`config.mk`:
```
export PLATFORM = sky130hd
export DESIGN_NAME = bresenham_line_engine
export DESIGN_NICKNAME = d
export VERILOG_FILES = /design/src/rtl/gpu_pkg.sv /design/src/rtl/line_delta_calc.sv /design/src/rtl/bresenham_line_engine.sv
export SDC_FILE = /design/constraint.sdc
export NUM_CORES = 1
export LEC_CHECK = 0
export BUFFER_PORTS_ARGS = -buffer_cell sky130_fd_sc_hd__buf_2
export CORE_UTILIZATION = 56
export CTS_BUF_LIST = sky130_fd_sc_hd__clkbuf_16
export DETAILED_ROUTE_END_ITERATION = 7
export GPL_TIMING_DRIVEN = 0
export PLACE_DENSITY = 0.78
export SLEW_MARGIN = 15
export SYNTH_ARGS = -nofsm -noshare
export SYNTH_HDL_FRONTEND = slang
export SYNTH_HIERARCHICAL = 1
export SYNTH_SLANG_ARGS = --single-unit
```
`constraint.sdc`:
```
create_clock -name clk -period 4.45 [get_ports clk]
set_input_delay 0.6675 -clock clk [delete_from_list [all_inputs] [get_ports clk]]
set_output_delay 0.6675 -clock clk [all_outputs]
set_load 0.05 [all_outputs]
```
`src/rtl/gpu_pkg.sv`:
```
// Shared types and constants for the line rasteriser datapath.
package gpu_pkg;

    localparam int unsigned COORD_W = 8;

    typedef enum logic [2:0] {
        IDLE  = 3'd0,
        LOAD  = 3'd1,
        PLOT  = 3'd2,
        DONE  = 3'd3,
        REARM = 3'd4
    } line_state_t;

    typedef struct packed {
        logic [COORD_W-1:0] x;
        logic [COORD_W-1:0] y;
    } pixel_t;

endpackage

```
`src/rtl/line_delta_calc.sv`:
```
// Combinational setup for one Bresenham segment: deltas, step signs, initial error.
module line_delta_calc #(
    parameter int unsigned COORD_W = 8
) (
    input  logic [COORD_W-1:0]        x0_i,
    input  logic [COORD_W-1:0]        y0_i,
    input  logic [COORD_W-1:0]        x1_i,
    input  logic [COORD_W-1:0]        y1_i,
    output logic signed [COORD_W:0]   dx_o,
    output logic signed [COORD_W:0]   dy_o,
    output logic                      sx_neg_o,
    output logic                      sy_neg_o,
    output logic signed [COORD_W+2:0] err_o
);

    localparam int unsigned ERR_W = COORD_W + 3;

    logic [COORD_W-1:0] abs_dx;
    logic [COORD_W-1:0] abs_dy;

    // Absolute spans; dy is carried negated as in the classic all-octant form.
    always_comb begin
        abs_dx   = (x1_i >= x0_i) ? (x1_i - x0_i) : (x0_i - x1_i);
        abs_dy   = (y1_i >= y0_i) ? (y1_i - y0_i) : (y0_i - y1_i);
        dx_o     = $signed({1'b0, abs_dx});
        dy_o     = -$signed({1'b0, abs_dy});
        sx_neg_o = !(x0_i < x1_i);
        sy_neg_o = !(y0_i < y1_i);
        err_o    = ERR_W'(dx_o) + ERR_W'(dy_o);
    end

endmodule

```
`src/rtl/bresenham_line_engine.sv`:
```
// Bresenham line rasteriser: takes one segment per draw_en request and
// streams its pixels over a valid/ready handshake, then pulses draw_done.
module bresenham_line_engine
    import gpu_pkg::*;
#(
    parameter int unsigned COORD_W = gpu_pkg::COORD_W
) (
    input  logic               clk,
    input  logic               rst,
    input  logic               draw_en,
    input  logic [COORD_W-1:0] x0,
    input  logic [COORD_W-1:0] y0,
    input  logic [COORD_W-1:0] x1,
    input  logic [COORD_W-1:0] y1,
    input  logic               pixel_ready,
    output logic               pixel_wr,
    output logic [COORD_W-1:0] pixel_x,
    output logic [COORD_W-1:0] pixel_y,
    output logic               draw_done,
    output logic               busy
);

    localparam int unsigned D_W   = COORD_W + 1;
    localparam int unsigned ERR_W = COORD_W + 3;
    localparam int unsigned E2_W  = COORD_W + 4;

    line_state_t state_q, state_d;

    logic signed [D_W-1:0]   dx_q, dx_d;
    logic signed [D_W-1:0]   dy_q, dy_d;
    logic                    sx_neg_q, sx_neg_d;
    logic                    sy_neg_q, sy_neg_d;
    logic signed [ERR_W-1:0] err_q, err_d;
    logic [COORD_W-1:0]      cur_x_q, cur_x_d;
    logic [COORD_W-1:0]      cur_y_q, cur_y_d;
    logic [COORD_W-1:0]      end_x_q, end_x_d;
    logic [COORD_W-1:0]      end_y_q, end_y_d;
    logic                    pixel_wr_q, pixel_wr_d;
    logic                    busy_q, busy_d;
    logic                    draw_done_q, draw_done_d;

    logic signed [D_W-1:0]   calc_dx;
    logic signed [D_W-1:0]   calc_dy;
    logic                    calc_sx_neg;
    logic                    calc_sy_neg;
    logic signed [ERR_W-1:0] calc_err;

    logic signed [E2_W-1:0]  e2;
    logic                    step_x;
    logic                    step_y;
    logic signed [ERR_W-1:0] err_add_x;
    logic signed [ERR_W-1:0] err_add_y;
    logic signed [ERR_W-1:0] err_step;
    logic [COORD_W-1:0]      x_step;
    logic [COORD_W-1:0]      y_step;
    logic                    at_end;

    line_delta_calc #(
        .COORD_W (COORD_W)
    ) u_delta (
        .x0_i     (x0),
        .y0_i     (y0),
        .x1_i     (x1),
        .y1_i     (y1),
        .dx_o     (calc_dx),
        .dy_o     (calc_dy),
        .sx_neg_o (calc_sx_neg),
        .sy_neg_o (calc_sy_neg),
        .err_o    (calc_err)
    );

    // One Bresenham step from the current error; both axis updates share e2.
    always_comb begin
        e2        = $signed({err_q, 1'b0});
        step_x    = (e2 >= E2_W'(dy_q));
        step_y    = (e2 <= E2_W'(dx_q));
        err_add_x = step_x ? ERR_W'(dy_q) : ERR_W'(0);
        err_add_y = step_y ? ERR_W'(dx_q) : ERR_W'(0);
        err_step  = err_q + err_add_x + err_add_y;
        x_step    = cur_x_q;
        y_step    = cur_y_q;
        if (step_x) begin
            x_step = sx_neg_q ? (cur_x_q - COORD_W'(1)) : (cur_x_q + COORD_W'(1));
        end
        if (step_y) begin
            y_step = sy_neg_q ? (cur_y_q - COORD_W'(1)) : (cur_y_q + COORD_W'(1));
        end
        at_end    = (cur_x_q == end_x_q) && (cur_y_q == end_y_q);
    end

    // Next-state, datapath load/step and registered output decode.
    always_comb begin
        state_d     = state_q;
        dx_d        = dx_q;
        dy_d        = dy_q;
        sx_neg_d    = sx_neg_q;
        sy_neg_d    = sy_neg_q;
        err_d       = err_q;
        cur_x_d     = cur_x_q;
        cur_y_d     = cur_y_q;
        end_x_d     = end_x_q;
        end_y_d     = end_y_q;

        case (state_q)
            IDLE: begin
                if (draw_en) begin
                    state_d = LOAD;
                end
            end
            LOAD: begin
                if (!draw_en) begin
                    state_d = IDLE;
                end else begin
                    dx_d     = calc_dx;
                    dy_d     = calc_dy;
                    sx_neg_d = calc_sx_neg;
                    sy_neg_d = calc_sy_neg;
                    err_d    = calc_err;
                    cur_x_d  = x0;
                    cur_y_d  = y0;
                    end_x_d  = x1;
                    end_y_d  = y1;
                    state_d  = PLOT;
                end
            end
            PLOT: begin
                if (!draw_en) begin
                    state_d = IDLE;
                end else if (pixel_ready) begin
                    if (at_end) begin
                        state_d = DONE;
                    end else begin
                        err_d   = err_step;
                        cur_x_d = x_step;
                        cur_y_d = y_step;
                    end
                end
            end
            DONE: begin
                state_d = REARM;
            end
            REARM: begin
                if (!draw_en) begin
                    state_d = IDLE;
                end
            end
            default: begin
                state_d = IDLE;
            end
        endcase

        pixel_wr_d  = (state_d == PLOT);
        busy_d      = (state_d == LOAD) || (state_d == PLOT);
        draw_done_d = (state_d == DONE);
    end

    // State, datapath and output registers.
    always_ff @(posedge clk or posedge rst) begin
        if (rst) begin
            state_q     <= IDLE;
            dx_q        <= '0;
            dy_q        <= '0;
            sx_neg_q    <= 1'b0;
            sy_neg_q    <= 1'b0;
            err_q       <= '0;
            cur_x_q     <= '0;
            cur_y_q     <= '0;
            end_x_q     <= '0;
            end_y_q     <= '0;
            pixel_wr_q  <= 1'b0;
            busy_q      <= 1'b0;
            draw_done_q <= 1'b0;
        end else begin
            state_q     <= state_d;
            dx_q        <= dx_d;
            dy_q        <= dy_d;
            sx_neg_q    <= sx_neg_d;
            sy_neg_q    <= sy_neg_d;
            err_q       <= err_d;
            cur_x_q     <= cur_x_d;
            cur_y_q     <= cur_y_d;
            end_x_q     <= end_x_d;
            end_y_q     <= end_y_d;
            pixel_wr_q  <= pixel_wr_d;
            busy_q      <= busy_d;
            draw_done_q <= draw_done_d;
        end
    end

    assign pixel_wr  = pixel_wr_q;
    assign pixel_x   = cur_x_q;
    assign pixel_y   = cur_y_q;
    assign draw_done = draw_done_q;
    assign busy      = busy_q;

endmodule
```
==> Word-level counts from Yosys, hierarchy flattened <==
Cells that the tools add are included.
{ "word_totals": {"register_bits": 68, "wordCells": 86, "inputBits": 36, "out_inout_bits": 19} }
{ "classes": {"magnitude_cmp": 6, "n_eq_ne": 15, "n_reduce_logical": 10, "mux": 30, "addsub": 12} }
{ "op_table": {"columns": ["op", "count"], "rows": [
  ["two-way mux 8 bit", 15],
  ["two-way mux 11 bit", 5],
  ["case mux 8 bit (2 select lines)", 2],
  ["subtractor 8 bit", 4],
  ["case mux 11 bit (2 select lines)", 1],
  ["adder 8 x 1 -> 8 bit (second input constant)", 2],
  ["equality test 8 bit", 2],
  ["greater-or-equal comparator 8 bit", 2],
  ["< comparator 8 bit", 2],
  ["subtractor 8 x 1 -> 8 bit (second input constant)", 2],
  ["two-way mux 3 bit", 5],
  ["case mux 3 bit (5 select lines)", 1],
  ["equality test 3 x 2 -> 1 bit (second input constant)", 4],
  ["greater-or-equal comparator 12 x 9 -> 1 bit", 1],
  ["<= comparator 12 x 9 -> 1 bit", 1],
  ["inequality test 2 bit (second input constant)", 6],
  ["AND reduction 6 bit", 2],
  ["adder 11 bit", 1],
  ["adder 11 x 9 -> 11 bit", 1],
  ["adder 9 x 9 -> 10 bit", 1],
  ["negator 8 -> 9 bit", 1],
  ["equality test 3 x 1 -> 1 bit (second input constant)", 2],
  ["AND reduction 5 bit", 1],
  ["equality test 3 bit (second input constant)", 1],
  ["7 further kinds", 8]
]} }

==> Longest topological paths before layout <==
{ "logic_depth": {"depth_word": 8, "mapped_depth": 21} }

==> Cells and area by module <==
The synthesis kept the hierarchy.
{ "by_module_without_submodules": {"columns": ["module", "seq_area_each_um2", "cells_each", "n_inst", "area_per_inst_um2"], "rows": [
  ["bresenham_line_engine", 1726.7, 491, 1, 4768.3],
  ["line_delta_calc", 0.0, 232, 1, 1790.5]
]} }

==> Worst setup path after synthesis <==
No wires, ideal clock.
{ "synth_timing": {"path_type": "register to register", "startpoint": "register dx_q[8] (netlist name)", "endpoint": "register err_q[9]", "setup_slack_ns": 0.119, "path_stages_with_launch": 20, "arrival_time_ns": 4.249, "cell_sequence": "dfrtp_1 > inv_1 > ha_1 > a21o_1 > a2111o_1 > a221oi_2 > or2_1 > buf_2 > and2_1 > fa_1 > ha_1 > fa_1 > a21o_1 > a21oi_1 > o21bai_1 > a211o_1 > a31oi_1 > xnor2_1 > nand2_1 > a31oi_1"} }
{ "synth_lines": {"columns": ["element", "line_no", "rtl"], "rows": [
  ["to (signal assigned)", "bresenham_line_engine.sv:179", "err_q <= err_d;"],
  ["to (decl)", "bresenham_line_engine.sv:33", "logic signed [ERR_W-1:0] err_q, err_d;"]
]} }

==> Final worst setup path <==
{ "layout_timing": {"startpoint": "register err_q[1]", "endpoint": "register err_q[9]"} }
{ "layout_between": {"elab_chain_len": 8, "word_cells_on_any_way": 10, "classes_between": "2 x add/sub; 2 x order compare; 6 x mux"} }
{ "layout_rtl": {"columns": ["element", "line_no", "rtl"], "rows": [
  ["greater-or-equal comparator 12 x 9 -> 1 bit", "bresenham_line_engine.sv:75", "step_x = (e2 >= E2_W'(dy_q));"],
  ["two-way mux 11 bit", "bresenham_line_engine.sv:77", "err_add_x = step_x ? ERR_W'(dy_q) : ERR_W'(0);"],
  ["adder 11 bit", "bresenham_line_engine.sv:79", "err_step = err_q + err_add_x + err_add_y;"],
  ["adder 11 x 9 -> 11 bit (*)", "bresenham_line_engine.sv:79", null],
  ["two-way mux 11 bit (*)", "bresenham_line_engine.sv:130", "if (at_end) begin"],
  ["two-way mux 11 bit (*)", "bresenham_line_engine.sv:129", "end else if (pixel_ready) begin"],
  ["two-way mux 11 bit (*)", "bresenham_line_engine.sv:127", "if (!draw_en) begin"],
  ["case mux 11 bit (2 select lines) (*)", "bresenham_line_engine.sv:104", "case (state_q)"]
]} }
Every way passes the cells marked *; elsewhere a longest branch is shown, timed or not. The select of a mux whose other input is x is not followed.
A chain may end at the register's enable or synchronous reset.

==> summary.txt <==
Synthesis
  • Number of warnings issued by yosys: 6
  • Proportion of synthesized area in mux cells: 0.0610
  • Post-synthesis net count: 859
  • Largest family of logic cells by synthesized area: adder cells
  • Largest cells by area after synthesis: sky130_fd_sc_hd__dfrtp_1, sky130_fd_sc_hd__ha_1, sky130_fd_sc_hd__xnor2_1
  • Distinct cell type count of the synthesized netlist: 72
  • Library cell with the largest summed area after synthesis: sky130_fd_sc_hd__dfrtp_1
  • Register area share after synthesis: 0.263
  • Fraction of synthesized cell area in xor and xnor cells: 0.0912
  • Number of instances in the synthesized netlist: 723
  • Cell area after synthesis: 6560 um^2
  • Number of synthesized flops with an enable pin: 0
  • Compound-cell area share of the yosys netlist: 0.171
  • Post-synthesis area per instance: 9.07 um^2
  • Adder and majority cell fraction of the synthesized area: 0.215
  • Primary FF master, synth: sky130_fd_sc_hd__dfrtp_1
  • Simple-gate portion of the synthesized area: 0.136
  • Area share of the largest cell type after synthesis: 0.263
  • Share of synthesized registers carrying an async set or reset: 1.00
  • Number of synthesized register bits: 69

STA
  • Max Slew Vio Count: 0
  • Final critical delay including setup and external delays: 4.40 ns
  • Upper clock frequency limit: 0.227 GHz
  • Hold Violations, Final: 0
  • Transition time at the pin with the least slew margin: 0.778 ns
  • Slew Limit Headroom: 0.477
  • Number of failing setup endpoints in the final timing report: 0
  • Final cycle utilization of the critical path: 0.989
  • Final TNS setup: 0 ns
  • Final Skew: 0.00404 ns
  • Setup repair after global routing missed its margin: true

Routing
  • Iteration-0 DRC Markers: 398
  • Average via count per standard cell: 5.92
  • Wirelength, routed: 17.7 mm
  • DRC Markers: 0
  • DR WL/cell: 18.4 um
  • Post-route antenna net violation count: 0
  • Count of TritonRoute iterations in the first routing pass: 5
  • Via count: 5,698

Clock tree
  • Number of levels the H-tree was split into: 3
  • Worst-Skew Late Latency: 0.34 ns
  • Clock sink count: 69
  • Clk slew on worst S/H paths: 0.06 ns
  • TritonCTS clock tree: done
  • Clock buffer count from CTS: 9
  • Buffers from clock root to sink, at most: 2
  • Hold buffer count at cts: 0
  • Root buf cell: sky130_fd_sc_hd__clkbuf_16

Worst setup path
  • Critical-path maximum fanout: 3
  • R2R cell count: 18
  • Classification of the worst setup path: flip-flop to flip-flop
  • Timing endpoint of the critical path: err_q[9]
  • Kind of capture point of the worst setup path: flip-flop
  • Signal arrival time at the worst endpoint: 4.66 ns
  • Reg-to-reg critical path endpoint: err_q[9]
  • Required @ worst endpoint: 4.71 ns
  • Worst setup path startpoint: err_q[1]
  • Register-to-register setup slack: 0.05 ns
  • Setup crit start kind: flip-flop
  • Start of the worst register-to-register path: err_q[1]

Die
  • Starting density of the core: 0.574
  • Row count: 39
  • Vertical die dimension: 110 um
  • Number of top-level pins: 55
  • Overall die width: 110 um
  • Die footprint: 12,100 um^2
  • Std-Cell Core Area: 11,400 um^2

Layout
  • # fillers: 910
  • # nets final: 950
  • Layout overhead on the synthesized area: 17.8%
  • Diode insertion count for antenna repair: 0
  • Share of layout cells above drive strength 1: 0.223

GRT
  • Number of antenna violations at the first check in global routing: 0
  • Total congestion overflow after global routing: 0
  • Overall track demand over capacity in global routing: 0.300
  • Largest net degree at the start of global routing: 45
  • Via count of the first global-routing pass: 5,633
  • Wire length of the first global-routing pass: 27.3 mm

Min path
  • Classification of the worst-slack hold path: input pin to async pin

Job
  • Count of maximum capacitance violations: 0

Placement
  • Detailed-placement wirelength estimate: 13.2 mm
  • Port bufs: 54
  • Global placement routability congestion: 0.881

Run status
  • Result of the run: finished clean
[repair_timing]
action	CTS	global route
resized for setup	14	33
endpoints found under the hold margin	0	0
setup endpoints to repair	6	4
pin swaps	8	33
setup buffers	11	14
[worst min path at each step]
| stage | endpoint | slack [ns] | depth (start not counted) | from |
|---|---|---|---|---|
| 5_1_grt | err_q[10] | 0.34 | 2 | rst |
| 6_report | draw_done | 0.30 | 2 | rst |
| 4_1_cts | draw_done | 0.31 | 2 | rst |
| 2_1_floorplan | state_q[0] | 0.48 | 1 | state_q[2] |
| 3_5_place_dp | end_x_q[0] | 0.52 | 1 | end_x_q[0] |
| 3_3_place_gp | state_q[0] | 0.50 | 1 | state_q[2] |
[registers in the layout, indices dropped and copies added, names as in the netlist]
name       cells
busy           1
draw_done      1
dx_q           9
dy_q           9
end_x_q        8
end_y_q        8
err_q         11
pixel_wr       1
pixel_x        8
pixel_y        8
state_q        3
sx_neg_q       1
sy_neg_q       1
[critical path, stage by stage (launching register included)]
cell                       delay [ns]
sky130_fd_sc_hd__dfrtp_1         0.39
sky130_fd_sc_hd__ha_1            0.32
sky130_fd_sc_hd__and4b_2         0.26
sky130_fd_sc_hd__a211o_1         0.34
sky130_fd_sc_hd__a31oi_4         0.23
sky130_fd_sc_hd__a31oi_4         0.12
sky130_fd_sc_hd__buf_6           0.16
sky130_fd_sc_hd__and2_4          0.15
sky130_fd_sc_hd__fa_1            0.43
sky130_fd_sc_hd__ha_2            0.20
sky130_fd_sc_hd__fa_2            0.36
sky130_fd_sc_hd__a21o_1          0.18
sky130_fd_sc_hd__a21oi_2         0.17
sky130_fd_sc_hd__o21bai_2        0.10
sky130_fd_sc_hd__a211o_1         0.31
sky130_fd_sc_hd__a31oi_4         0.21
sky130_fd_sc_hd__xnor2_2         0.14
sky130_fd_sc_hd__nand2_1         0.07
sky130_fd_sc_hd__a31oi_1         0.17
[metal layers]
| metal | vias up | global-route usage | part of all wire |
|---|---|---|---|
| met5 | - | 0 | 0 |
| met4 | 0 | 0.142 | 0.031 |
| met3 | 45 | 0.0611 | 0.056 |
| met2 | 203 | 0.512 | 0.49 |
| met1 | 2766 | 0.363 | 0.42 |
| li1 | 2684 | - | - |
[cells by family after synthesis]
family / count (synthesis)
muxes: 37
AOI/OAI and AO/OA: 172
xor gates and xnor gates: 64
and+or+nand+nor: 182
buffers and inverters: 96
other: 1
adders and majority gates: 102
DFF: 69
[synthesized netlist by cell type, types with 3 or more instances]
master                     instances
sky130_fd_sc_hd__a211oi_1          3
sky130_fd_sc_hd__a21o_1           17
sky130_fd_sc_hd__a21oi_1          53
sky130_fd_sc_hd__a31oi_1          10
sky130_fd_sc_hd__and2_1           15
sky130_fd_sc_hd__buf_2             4
sky130_fd_sc_hd__buf_4             5
sky130_fd_sc_hd__buf_6             3
sky130_fd_sc_hd__clkbuf_1         11
sky130_fd_sc_hd__dfrtp_1          69
sky130_fd_sc_hd__fa_1             18
sky130_fd_sc_hd__ha_1             82
sky130_fd_sc_hd__inv_1            73
sky130_fd_sc_hd__mux2_2           23
sky130_fd_sc_hd__mux2i_1          13
sky130_fd_sc_hd__nand2_1          64
sky130_fd_sc_hd__nand2b_1          5
sky130_fd_sc_hd__nand3_1           9
sky130_fd_sc_hd__nand4_1           9
sky130_fd_sc_hd__nor2_1           36
sky130_fd_sc_hd__nor2b_1           9
sky130_fd_sc_hd__nor3_1           12
sky130_fd_sc_hd__o21ai_0          35
sky130_fd_sc_hd__o21ai_1          16
sky130_fd_sc_hd__o21bai_1          4
sky130_fd_sc_hd__or2_2             3
sky130_fd_sc_hd__xnor2_1          45
sky130_fd_sc_hd__xor2_1           15
[placed cells by master (no fill, tap or decap), drive strengths merged, types with 5 or more instances in the layout]
cell     n
buf     93
inv     74
fa      18
xnor2   47
and2    15
nand4   10
nand2   64
nand3    9
dfrtp   69
nor2    38
ha      82
mux2    24
a21oi   55
nand2b   5
nor3    12
clkbuf  19
nor2b    9
mux2i   13
a31oi   11
a211oi   5
o21ai   53
xor2    16
a21o    17
[per-stage QoR]
stage                     hold WS (ns)  std cells  setup WS, ns  cell area, um^2   util
after CTS                        0.314        948       -0.0206             7460  0.653
after global placement           0.504        920        -0.465             7010  0.614
final                            0.304        962        0.0500             7730  0.677
after detailed placement         0.521        921        -0.519             7040  0.616
after global routing             0.335        962        -0.127             7730  0.677
after floorplan                  0.477        723         0.119             6560      -
[layout make-up]
type | instances | area [um^2] | share of cell area
multi-input combinational | 558 | 4630 | 0.599
sequential | 69 | 1730 | 0.223
timing repair buffer | 80 | 485 | 0.0628
inverter | 73 | 277 | 0.0358
clock buffer | 9 | 225 | 0.0291
tap | 143 | 179 | 0.0232
buffer | 23 | 146 | 0.0189
clock inverter | 7 | 57.6 | 0.00745
Power is left out: the tool's default activity adds up to more than one toggle a clock period on the data nets, which glitch-free logic cannot reach.
